--- config.mk ---
export PLATFORM = sky130hd
export DESIGN_NAME = ahb_arbiter
export DESIGN_NICKNAME = d
export VERILOG_FILES = /design/src/rtl/ahb_arbiter.sv
export SDC_FILE = /design/constraint.sdc
export NUM_CORES = 1
export LEC_CHECK = 0
export ABC_AREA = 1
export ABC_CLOCK_PERIOD_IN_PS = 3600
export CORE_AREA = 2 2 142 144
export CTS_BUF_LIST = sky130_fd_sc_hd__clkbuf_8
export DETAILED_ROUTE_END_ITERATION = 16
export DIE_AREA = 0 0 144 146
export RECOVER_POWER = 50
export REMOVE_ABC_BUFFERS = 1
export SLEW_MARGIN = 40
export SYNTH_ARGS = -nofsm -noshare
export SYNTH_HDL_FRONTEND = slang
export SYNTH_SLANG_ARGS = --single-unit
--- constraint.sdc ---
create_clock -name clock -period 3.6 [get_ports clock]
set_input_delay 0.36 -clock clock [delete_from_list [all_inputs] [get_ports clock]]
set_output_delay 0.36 -clock clock [all_outputs]
set_load 0.005 [all_outputs]
--- src/rtl/ahb_arbiter.sv ---
// ---------------------------------------------------------------------------
// ahb_arbiter
// Four-master AHB bus arbiter and address/data multiplexer.
// A master keeps the bus until it releases it, goes IDLE, sees an ERROR
// response, or uses up its beat budget outside a SEQ burst. The next owner
// is picked round-robin, starting at the master after the current owner.
// With no requester the bus parks on DEFAULT_MASTER.
//
// Ports
//   clock, Hreset              : clock, asynchronous active-high reset
//   m_Hbusreq/Htrans/Haddr/... : packed per-master request and bus signals
//   s_Hreadyout, s_Hresp       : slave ready and response
//   Hgrant, Hmaster, Hmaster_d : registered grant, address/data phase owner
//   Htrans..Hwdata, Hsel       : muxed slave-side bus
//   Hreadyin, m_Hresp          : ready and response broadcast to all masters
// ---------------------------------------------------------------------------
module ahb_arbiter #(
  parameter int unsigned MAX_BEATS      = 16,
  parameter int unsigned DEFAULT_MASTER = 0
) (
  input  logic         clock,
  input  logic         Hreset,
  input  logic [3:0]   m_Hbusreq,
  input  logic [7:0]   m_Htrans,
  input  logic [127:0] m_Haddr,
  input  logic [3:0]   m_Hwrite,
  input  logic [11:0]  m_Hsize,
  input  logic [127:0] m_Hwdata,
  input  logic         s_Hreadyout,
  input  logic [1:0]   s_Hresp,
  output logic [3:0]   Hgrant,
  output logic [1:0]   Hmaster,
  output logic [1:0]   Hmaster_d,
  output logic [1:0]   Htrans,
  output logic [31:0]  Haddr,
  output logic         Hwrite,
  output logic [2:0]   Hsize,
  output logic [31:0]  Hwdata,
  output logic         Hsel,
  output logic         Hreadyin,
  output logic [1:0]   m_Hresp
);

  localparam int unsigned NUM_M = 4;
  localparam int unsigned IDX_W = 2;
  localparam int unsigned CNT_W = 5;

  localparam logic [1:0] TRANS_IDLE   = 2'b00;
  localparam logic [1:0] TRANS_NONSEQ = 2'b10;
  localparam logic [1:0] TRANS_SEQ    = 2'b11;
  localparam logic [1:0] RESP_ERROR   = 2'b01;

  localparam logic [IDX_W-1:0] DEF_IDX   = IDX_W'(DEFAULT_MASTER);
  localparam logic [CNT_W-1:0] CNT_MAX   = {CNT_W{1'b1}};
  localparam logic [NUM_M-1:0] GRANT_ONE = NUM_M'(1);

  typedef enum logic {PARK, OWN} state_t;

  state_t             state_q,  state_d;
  logic [IDX_W-1:0]   owner_q,  owner_d;
  logic [IDX_W-1:0]   downer_q, downer_d;
  logic [NUM_M-1:0]   grant_q,  grant_d;
  logic [CNT_W-1:0]   cnt_q,    cnt_d;
  logic               err_q,    err_d;

  logic [1:0]         own_trans;
  logic [3:0]         size_idx;
  logic               cnt_hit;
  logic               arb_pt;
  logic               found;
  logic [IDX_W-1:0]   next_own;
  logic [IDX_W-1:0]   cand;

  // Slave-side bus mux: address phase from owner, write data from data-phase owner
  always_comb begin
    size_idx  = 4'(owner_q) * 4'd3;
    own_trans = m_Htrans[{owner_q, 1'b0} +: 2];
    Htrans    = (state_q == OWN) ? own_trans : TRANS_IDLE;
    Haddr     = m_Haddr[{owner_q, 5'b0} +: 32];
    Hwrite    = m_Hwrite[owner_q];
    Hsize     = m_Hsize[size_idx +: 3];
    Hwdata    = m_Hwdata[{downer_q, 5'b0} +: 32];
    Hsel      = (state_q == OWN);
    Hreadyin  = s_Hreadyout;
    m_Hresp   = s_Hresp;
  end

  assign Hgrant    = grant_q;
  assign Hmaster   = owner_q;
  assign Hmaster_d = downer_q;

  // Round-robin search; k=NUM_M wraps back to the current owner, so it is checked last
  always_comb begin
    found    = 1'b0;
    next_own = owner_q;
    cand     = owner_q;
    for (int k = 1; k <= NUM_M; k++) begin
      cand = owner_q + IDX_W'(k);
      if (!found && m_Hbusreq[cand]) begin
        found    = 1'b1;
        next_own = cand;
      end
    end
  end

  // Budget only forces a handover outside a SEQ beat so bursts are never split
  always_comb begin
    cnt_hit = (32'(cnt_q) >= MAX_BEATS);
    arb_pt  = s_Hreadyout &&
              ((state_q == PARK) ||
               !m_Hbusreq[owner_q] ||
               (own_trans == TRANS_IDLE) ||
               (cnt_hit && (own_trans != TRANS_SEQ)) ||
               err_q);
  end

  // Next-state logic
  always_comb begin
    state_d  = state_q;
    owner_d  = owner_q;
    downer_d = downer_q;
    grant_d  = grant_q;
    cnt_d    = cnt_q;
    err_d    = (s_Hresp == RESP_ERROR);

    if (s_Hreadyout) begin
      downer_d = owner_q;
      if (arb_pt) begin
        cnt_d = '0;
        if (found) begin
          state_d = OWN;
          owner_d = next_own;
        end else begin
          state_d = PARK;
          owner_d = DEF_IDX;
        end
        grant_d = GRANT_ONE << owner_d;
      end else if ((state_q == OWN) &&
                   ((own_trans == TRANS_NONSEQ) || (own_trans == TRANS_SEQ)) &&
                   (cnt_q != CNT_MAX)) begin
        cnt_d = cnt_q + CNT_W'(1);
      end
    end
  end

  // State registers
  always_ff @(posedge clock or posedge Hreset) begin
    if (Hreset) begin
      state_q  <= PARK;
      owner_q  <= DEF_IDX;
      downer_q <= DEF_IDX;
      grant_q  <= GRANT_ONE << DEF_IDX;
      cnt_q    <= '0;
      err_q    <= 1'b0;
    end else begin
      state_q  <= state_d;
      owner_q  <= owner_d;
      downer_q <= downer_d;
      grant_q  <= grant_d;
      cnt_q    <= cnt_d;
      err_q    <= err_d;
    end
  end

endmodule

Word level (Yosys, flattened, before mapping)
Cells that the tools add are included. Widths: inputs -> output; s select.

Flip-flop bits (word level): 15. Input bits: 289. Output and inout bits: 82. Word-level logic and storage cells: 72.

Add/subtract/negate cells: 4. Multiply operators: 1. Magnitude comparators: 5. Eq/ne operators: 5. Shift operators: 5. Mux-type cells: 25. Bitwise logic cells: 1. Reductions and logical operators: 20.

Operators with widths (count): $shiftx 128x8->32 (2); $mux 2 (8); $lt 2x3->1 const B (4); $shiftx 12x5->3 (1); $bmux 1 s2 (5); $mux 1 (10); $mux 5 (2); $shiftx 8x4->2 (1); $logic_and 1x1->1 (7); $add 5x1->5 const B (1); $ge 5x5->1 const B (1); $logic_or 1x1->1 (5); $ne 5x5->1 const B (1); $add 2x2->2 const B (2); $eq 2x2->1 const B (2); $logic_not 1->1 (4); $mul 2x2->4 const B (1); $reduce_and 2->1 (2); $shl 1x2->4 const A (1); $add 2x1->2 const B (1); $eq 2x1->1 const B (1); $logic_not 2->1 (1); $ne 2x2->1 const B (1); $reduce_bool 2->1 (1); $not 1->1 (1).

Logic depth before layout (Yosys ltp)
Gate-level depths: netlist (run 1).

Depth in word-level cells: 17. Depth in mapped cells: 14.

Least setup slack after synthesis (run 1)
Ideal clock, no wire load.

Kind: reg2out. From: reg owner_q[0] (netlist: Hmaster[0]). To: out Haddr[10]. Arrival: 1357 ps. Required time: 3240 ps. Slack: 1883 ps. Cell stages (with the launch flop): 7. Buffers on the path: 2. Cell sequence: dfrtp_1 -> buf_6 -> nand2_1 -> clkinv_1 -> clkbuf_1 -> a22oi_1 -> nand3_1.

Word-level cells in the longest chain between the ends: 1.

Ends and longest elaborated chain: start, declared (RTL line 60) `logic [IDX_W-1:0] owner_q, owner_d;`; start signal, assigned (RTL line 157) `owner_q <= owner_d;`; $shiftx 128x8->32 (RTL line 79) `Haddr = m_Haddr[{owner_q, 5'b0} +: 32];`; end, declared (RTL line 35) `output logic [31:0] Haddr,`.

No other way between the ends.

Final worst setup path (run 1)
From: reg downer_q[0] (netlist: Hmaster_d[0]). To: out Hwdata[28].

Word-level cells in the longest chain between the ends: 1.

Ends and longest elaborated chain: start, declared (RTL line 61) `logic [IDX_W-1:0] downer_q, downer_d;`; start signal, assigned (RTL line 158) `downer_q <= downer_d;`; $shiftx 128x8->32 (RTL line 82) `Hwdata = m_Hwdata[{downer_q, 5'b0} +: 32];`; end, declared (RTL line 38) `output logic [31:0] Hwdata,`.

No other way between the ends.

==> impl_metrics.json, run 1 <==
{
  "status": "finished clean",
  "power_per_cell_area_mw_per_mm2": 571,
  "cp_top_family": "buffers and inverters",
  "path_max_fanout": 46,
  "wl_per_cell_microns": 17.0,
  "cts_root_buffer": "clkbuf_8",
  "synthTopCellsByCount": "nand3_1, nor2_1, o21ai_0",
  "slew_headroom_pct": 13.4,
  "drt_pre_antenna_iters": 7,
  "netlist.area_leader.share_pct": 21.4,
  "fin_crit_ns": 3.13,
  "drt_iter0_markers": 267,
  "die_area_sq_mm": 0.0210,
  "final_max_slew_viol_count": 0,
  "die_x_microns": 144,
  "r2r_setup_slack_ns": 0.76,
  "worstSetupEndpointType": "primary output",
  "clk_pin_slew_ns": 0.07,
  "vias": 4980,
  "clock_tree.buffer_depth": 2,
  "coreArea_sq_mm": 0.0193,
  "synthArstFlopShare_pct": 100,
  "drt-vias-per-instance": 4.47,
  "cp_cell_sequence": "inv_1 > buf_4 > nor2_1 > o22ai_1 > clkdlybuf4s50_1",
  "timing.rr.start": "Hmaster[0]",
  "hold_viol_final": 0,
  "grt-ovfl-total": 0,
  "place.gp.congestion": 0.875,
  "portBuffers": 370,
  "vdd_drop_max_mv": 0.351,
  "finalSetupViolCount": 0,
  "path_buf_inv": 3,
  "num-nets-final": 1141,
  "worstSetupPathType": "flip-flop to primary output",
  "timing.final.crit_share_pct": 87.0,
  "required_ns": 3.24,
  "rows": 51,
  "antenna_found_initial": 2,
  "yosys-top-cells-area": "nand3_1, dfrtp_1, o21ai_0, a22oi_1, nor2_1",
  "cp_data_arrival_time_ns": 2.77,
  "grt_max_degree": 83,
  "rsz0062_at_grt": "false",
  "track_usage_pct": 16.6,
  "cts_buffers": 3,
  "start_kind": "flip-flop",
  "p_leak_nw": 2.71,
  "dp_hpwl_mm": 15.2,
  "slowest_stage": "inv_1",
  "max_cap_violations": 0,
  "synth_cells": 514,
  "grt_pass1_wl_mm": 27.5,
  "seqCellArea_sq_um": 380,
  "die_y_microns": 146,
  "synth.most_common_cell": "nand3_1",
  "htree_levels": 1,
  "syn_to_final_growth_pct": 135,
  "antenna_left": 0,
  "synth-seq-cells": 15,
  "yosysSeqAreaShare_pct": 13.0,
  "whs_ns": 0.469,
  "final_core_util_pct": 35.3,
  "tightestPinTransition_ns": 1.30,
  "synth_area_sq_mm": 0.00291,
  "ioPinCount": 371,
  "grt_pass1_vias": 4854,
  "cts_tree": "built",
  "ys.warnings.count": 0,
  "clock-sinks": 15,
  "holdBufCountCts": 0,
  "hold_start": "Hgrant[0]",
  "timing.fmax_mhz": 319,
  "syn_avg_cell_area_sq_um": 5.65,
  "setup_tns_ns": 0,
  "slowest_delay_ns": 0.92,
  "synth_cell_type_count": 27,
  "multi_input_area_sq_mm": 0.00222,
  "finClkSkew_ns": 0.00512,
  "synthFlopType": "dfrtp_1",
  "holdCritPathClass": "flip-flop to flip-flop",
  "num-fill-cells": 2069,
  "finalWirelength_mm": 19.0,
  "drive_gt1_share_pct": 5.19,
  "clock_latency_ns": 0.26,
  "postCtsResizedCells": 0,
  "cp-startpoint": "Hmaster_d[0]",
  "synth_edf_count": 0,
  "initial_core_util_pct": 15.0,
  "cts_setup_buffers": 0,
  "drc": 0,
  "synth_area_leader_cell": "nand3_1"
}
[layout by cell type, fill, tap and decap left out, types with 2 or more instances in the layout]
cell type	synthesis	routed
a22oi_1	37	37
buf_4	4	7
clkbuf_8	0	3
clkdlybuf4s50_1	0	341
clkinv_2	0	2
dfrtp_1	14	11
dfrtp_2	0	3
dlygate4sd3_1	0	29
ha_1	3	3
inv_1	11	13
inv_2	7	5
nand2_1	66	67
nand2_2	11	11
nand2_4	6	5
nand3_1	124	124
nand3_2	3	3
nand4_1	2	2
nor2_1	70	70
o21ai_0	68	69
o21ai_1	3	2
o22ai_1	32	32
[final cells by class]
cell class / count / share of cell area (%)
well taps: 265 / 4.85
flip-flops and latches: 15 / 5.57
inverters: 20 / 1.12
multi-input cells: 430 / 32.5
clock buffers: 3 / 0.604
clock inverters: 1 / 0.0733
repair buffers: 379 / 55.2
diodes: 1 / 0.0366
[flip-flops by register name (all words and copies together), names as in the netlist]
signal and cells:
Hgrant 4, Hmaster 2, Hmaster_d 2, Hsel 1, cnt_q 5, err_q 1
[tightest hold or removal path, delay by kind of cell, from the launching register on]
kind | cells | cell delay (ns)
DFF | 1 | 0.37
and+or+nand+nor | 2 | 0.10
[per-stage QoR]
| stage | setup slack, ns | std cells | total power [mW] | instance area, sq um |
|---|---|---|---|---|
| after floorplan | 0.274 | 465 | 1.88 | 2680 |
| after global placement | 0.706 | 1109 | 3.83 | 6790 |
| after detailed placement | 0.873 | 1109 | 3.83 | 6790 |
| after CTS | 0.587 | 1113 | 4.00 | 6840 |
| after global routing | 0.222 | 1113 | 4.25 | 6830 |
| final | 0.468 | 1114 | 3.90 | 6830 |
[per-layer routing]
| layer | wire length (microns) | track usage, % | up-vias | part of all wire (%) |
|---|---|---|---|---|
| li1 | - | - | 2494 | - |
| met1 | 7600 | 20.6 | 2214 | 40 |
| met2 | 9150 | 28.8 | 254 | 48 |
| met3 | 2030 | 4.61 | 18 | 11 |
| met4 | 184 | 2.65 | 0 | 0.97 |
| met5 | 0 | 0 | - | 0 |
[logic make-up after synthesis]
logic type | count (synthesis) | synth area share (%)
AO/OA/AOI/OAI | 142 | 29.1
XOR/XNOR | 1 | 0.301
adder cells (fa/ha/maj) | 3 | 1.29
buffers and inverters | 69 | 10.3
flip-flops | 15 | 13.0
AND/OR/NAND/NOR | 284 | 46.0
[power by group]
| part | internal [mW] | leakage [nW] | switching [mW] |
|---|---|---|---|
| logic | 1.68 | 2.50 | 1.82 |
| registers | 0.226 | 0.190 | 0.0296 |
| clock network | 0.0769 | 0.0255 | 0.0664 |
[worst paths after layout]
check                      cells past startpoint          to
min in group asynchronous                      2   Hgrant[3]
max reg2reg                                   14   Hgrant[3]
min reg2reg                                    2   Hgrant[0]
max in group asynchronous                      2  Hmaster[0]
max                                            5  Hwdata[28]
min                                            2   Hgrant[0]
No activity file was read; power rests on OpenSTA's default activity.
==> run 2: changes to the inputs <==
Settings changed: CORE_AREA 2 2 142 144 to 2 2 144 146, DIE_AREA 0 0 144 146 to 0 0 146 148, DONT_BUFFER_PORTS set to 1.
==> impl_metrics.json, run 2 (synthesized netlist as in run 1, its figures left out) <==
{
  "finalWirelength_mm": 15.4,
  "clock-sinks": 15,
  "drc": 0,
  "drt_iter0_markers": 361,
  "grt_pass1_wl_mm": 21.3,
  "dp_cells": 740,
  "dp_hpwl_mm": 12.6,
  "clock_tree.buffer_depth": 2,
  "die_y_microns": 148,
  "antenna_left": 0,
  "htree_levels": 1,
  "grt_pass1_vias": 3570,
  "placed_area_sq_mm": 0.00306,
  "worstSetupEndpointType": "primary output",
  "cts_root_buffer": "clkbuf_8",
  "initial_core_util_pct": 14.5,
  "p_leak_nw": 1.24,
  "largest_register": "cnt_q",
  "rsz0062_at_grt": "false",
  "path_buf_inv": 1,
  "finClkSkew_ns": 0.000734,
  "setup_tns_ns": 0,
  "final_core_util_pct": 15.5,
  "vdd_drop_max_mv": 0.279,
  "timing.fmax_mhz": 367,
  "required_ns": 3.24,
  "slew_headroom_pct": -3.72,
  "antenna_found_initial": 5,
  "layout.cells.non_filler": 745,
  "cp_cell_sequence": "clkbuf_2 > nand3_1 > nand3_1",
  "portBuffers": 0,
  "cts_tree": "built",
  "syn_to_final_growth_pct": 6.89,
  "die_x_microns": 146,
  "grt_max_degree": 83,
  "slowest_stage": "clkbuf_2",
  "slowest_delay_ns": 1.10,
  "num-nets-final": 767,
  "holdCritPathClass": "input pin to async pin",
  "cts_setup_buffers": 0,
  "worstSetupPathType": "flip-flop to primary output",
  "coreArea_sq_mm": 0.0200,
  "cp_top_family": "buffers and inverters",
  "finalSetupViolCount": 0,
  "r2r_setup_slack_ns": 0.93,
  "wl_per_cell_microns": 20.6,
  "mostFrequentLayoutCell": "nand3_1",
  "postCtsResizedCells": 0,
  "final_max_slew_viol_count": 82,
  "cp_data_arrival_time_ns": 2.36,
  "tightestPinTransition_ns": 1.56,
  "drive_gt1_share_pct": 9.07,
  "wl_met1_mm": 6.03,
  "start_kind": "flip-flop",
  "track_usage_pct": 12.7,
  "rows": 52,
  "power_per_cell_area_mw_per_mm2": 844,
  "timing.rr.end": "Hgrant[3]",
  "routed.top_layer": "met4",
  "routed-wl-met2_mm": 7.10,
  "holdBufCountCts": 0,
  "drt-vias-per-instance": 5.27,
  "grt-ovfl-total": 0,
  "max_cap_violations": 1,
  "reg2regPathDepth": 10,
  "timing.rr.start": "Hmaster[1]",
  "final_area_sq_mm": 0.00311,
  "layout_common_cells": "nand3_1, nor2_1, o21ai_0",
  "path_max_fanout": 82,
  "drt_pre_antenna_iters": 5,
  "status": "finished with violations",
  "ioPinCount": 371,
  "clk_pin_slew_ns": 0.06,
  "clock_latency_ns": 0.25,
  "largest_register_ffs": 5,
  "fin_crit_ns": 2.72,
  "vias": 3924,
  "hold_viol_final": 0,
  "place.gp.congestion": 1.03,
  "wl_met3_mm": 1.77,
  "timing.final.crit_share_pct": 75.6,
  "cts_buffers": 3,
  "crit_path_frequent_cell": "nand3_1",
  "die_area_sq_mm": 0.0216,
  "violations": "capacitance limit, slew limit"
}
==> run 2: cell count changes in the layout (fill, tap and decap cells not counted), sizes merged <==
cell,delta
clkbuf,+1
clkdlybuf4s50,-341
dlygate4sd3,-29
buf,-5
==> run 2: where the power goes <==
group	leakage (nW)	switching, mW	internal [mW]	total (mW)
combinational	1.02	1.61	0.614	2.22
clock	0.0269	0.0597	0.0755	0.135
sequential	0.190	0.0374	0.225	0.262
total	1.24	1.71	0.914	2.62
==> run 2: per-layer routing <==
| metal | track usage [%] | up-vias |
|---|---|---|
| li1 | - | 1741 |
| met1 | 15.7 | 1811 |
| met3 | 3.83 | 36 |
| met4 | 4.08 | 0 |
| met5 | 0 | - |
| met2 | 21.2 | 336 |
==> run 2: layout make-up <==
type	instances	area (sq um)
fillers	2322	16900
inverters	20	78.8
clock inverters	1	3.75
diodes	1	2.50
multi-input cells	430	2230
flip-flops and latches	15	380
repair buffers	5	32.5
well taps	270	338
clock buffers	3	41.3
==> run 2: worst max-delay path by stage <==
stage	from	to	slack, ns	cells past startpoint
floorplan	Hmaster[1]	Haddr[0]	0.27	5
CTS	Hmaster_d[1]	Hwdata[5]	1.04	4
global placement	Hmaster[1]	Haddr[3]	1.32	5
finish	Hmaster[1]	Haddr[3]	0.88	3
detailed placement	Hmaster_d[1]	Hwdata[5]	1.32	4
global route	Hmaster[1]	cnt_q[2]	0.64	10
==> run 2: through the flow <==
stage,power [mW],setup WS (ns),hold WS (ns)
detailed placement,2.47,1.32,0.333
global placement,2.41,1.32,0.337
CTS,2.61,1.04,0.0672
floorplan,1.88,0.274,0.261
global route,2.87,0.638,0.0777
finish,2.62,0.878,0.0444
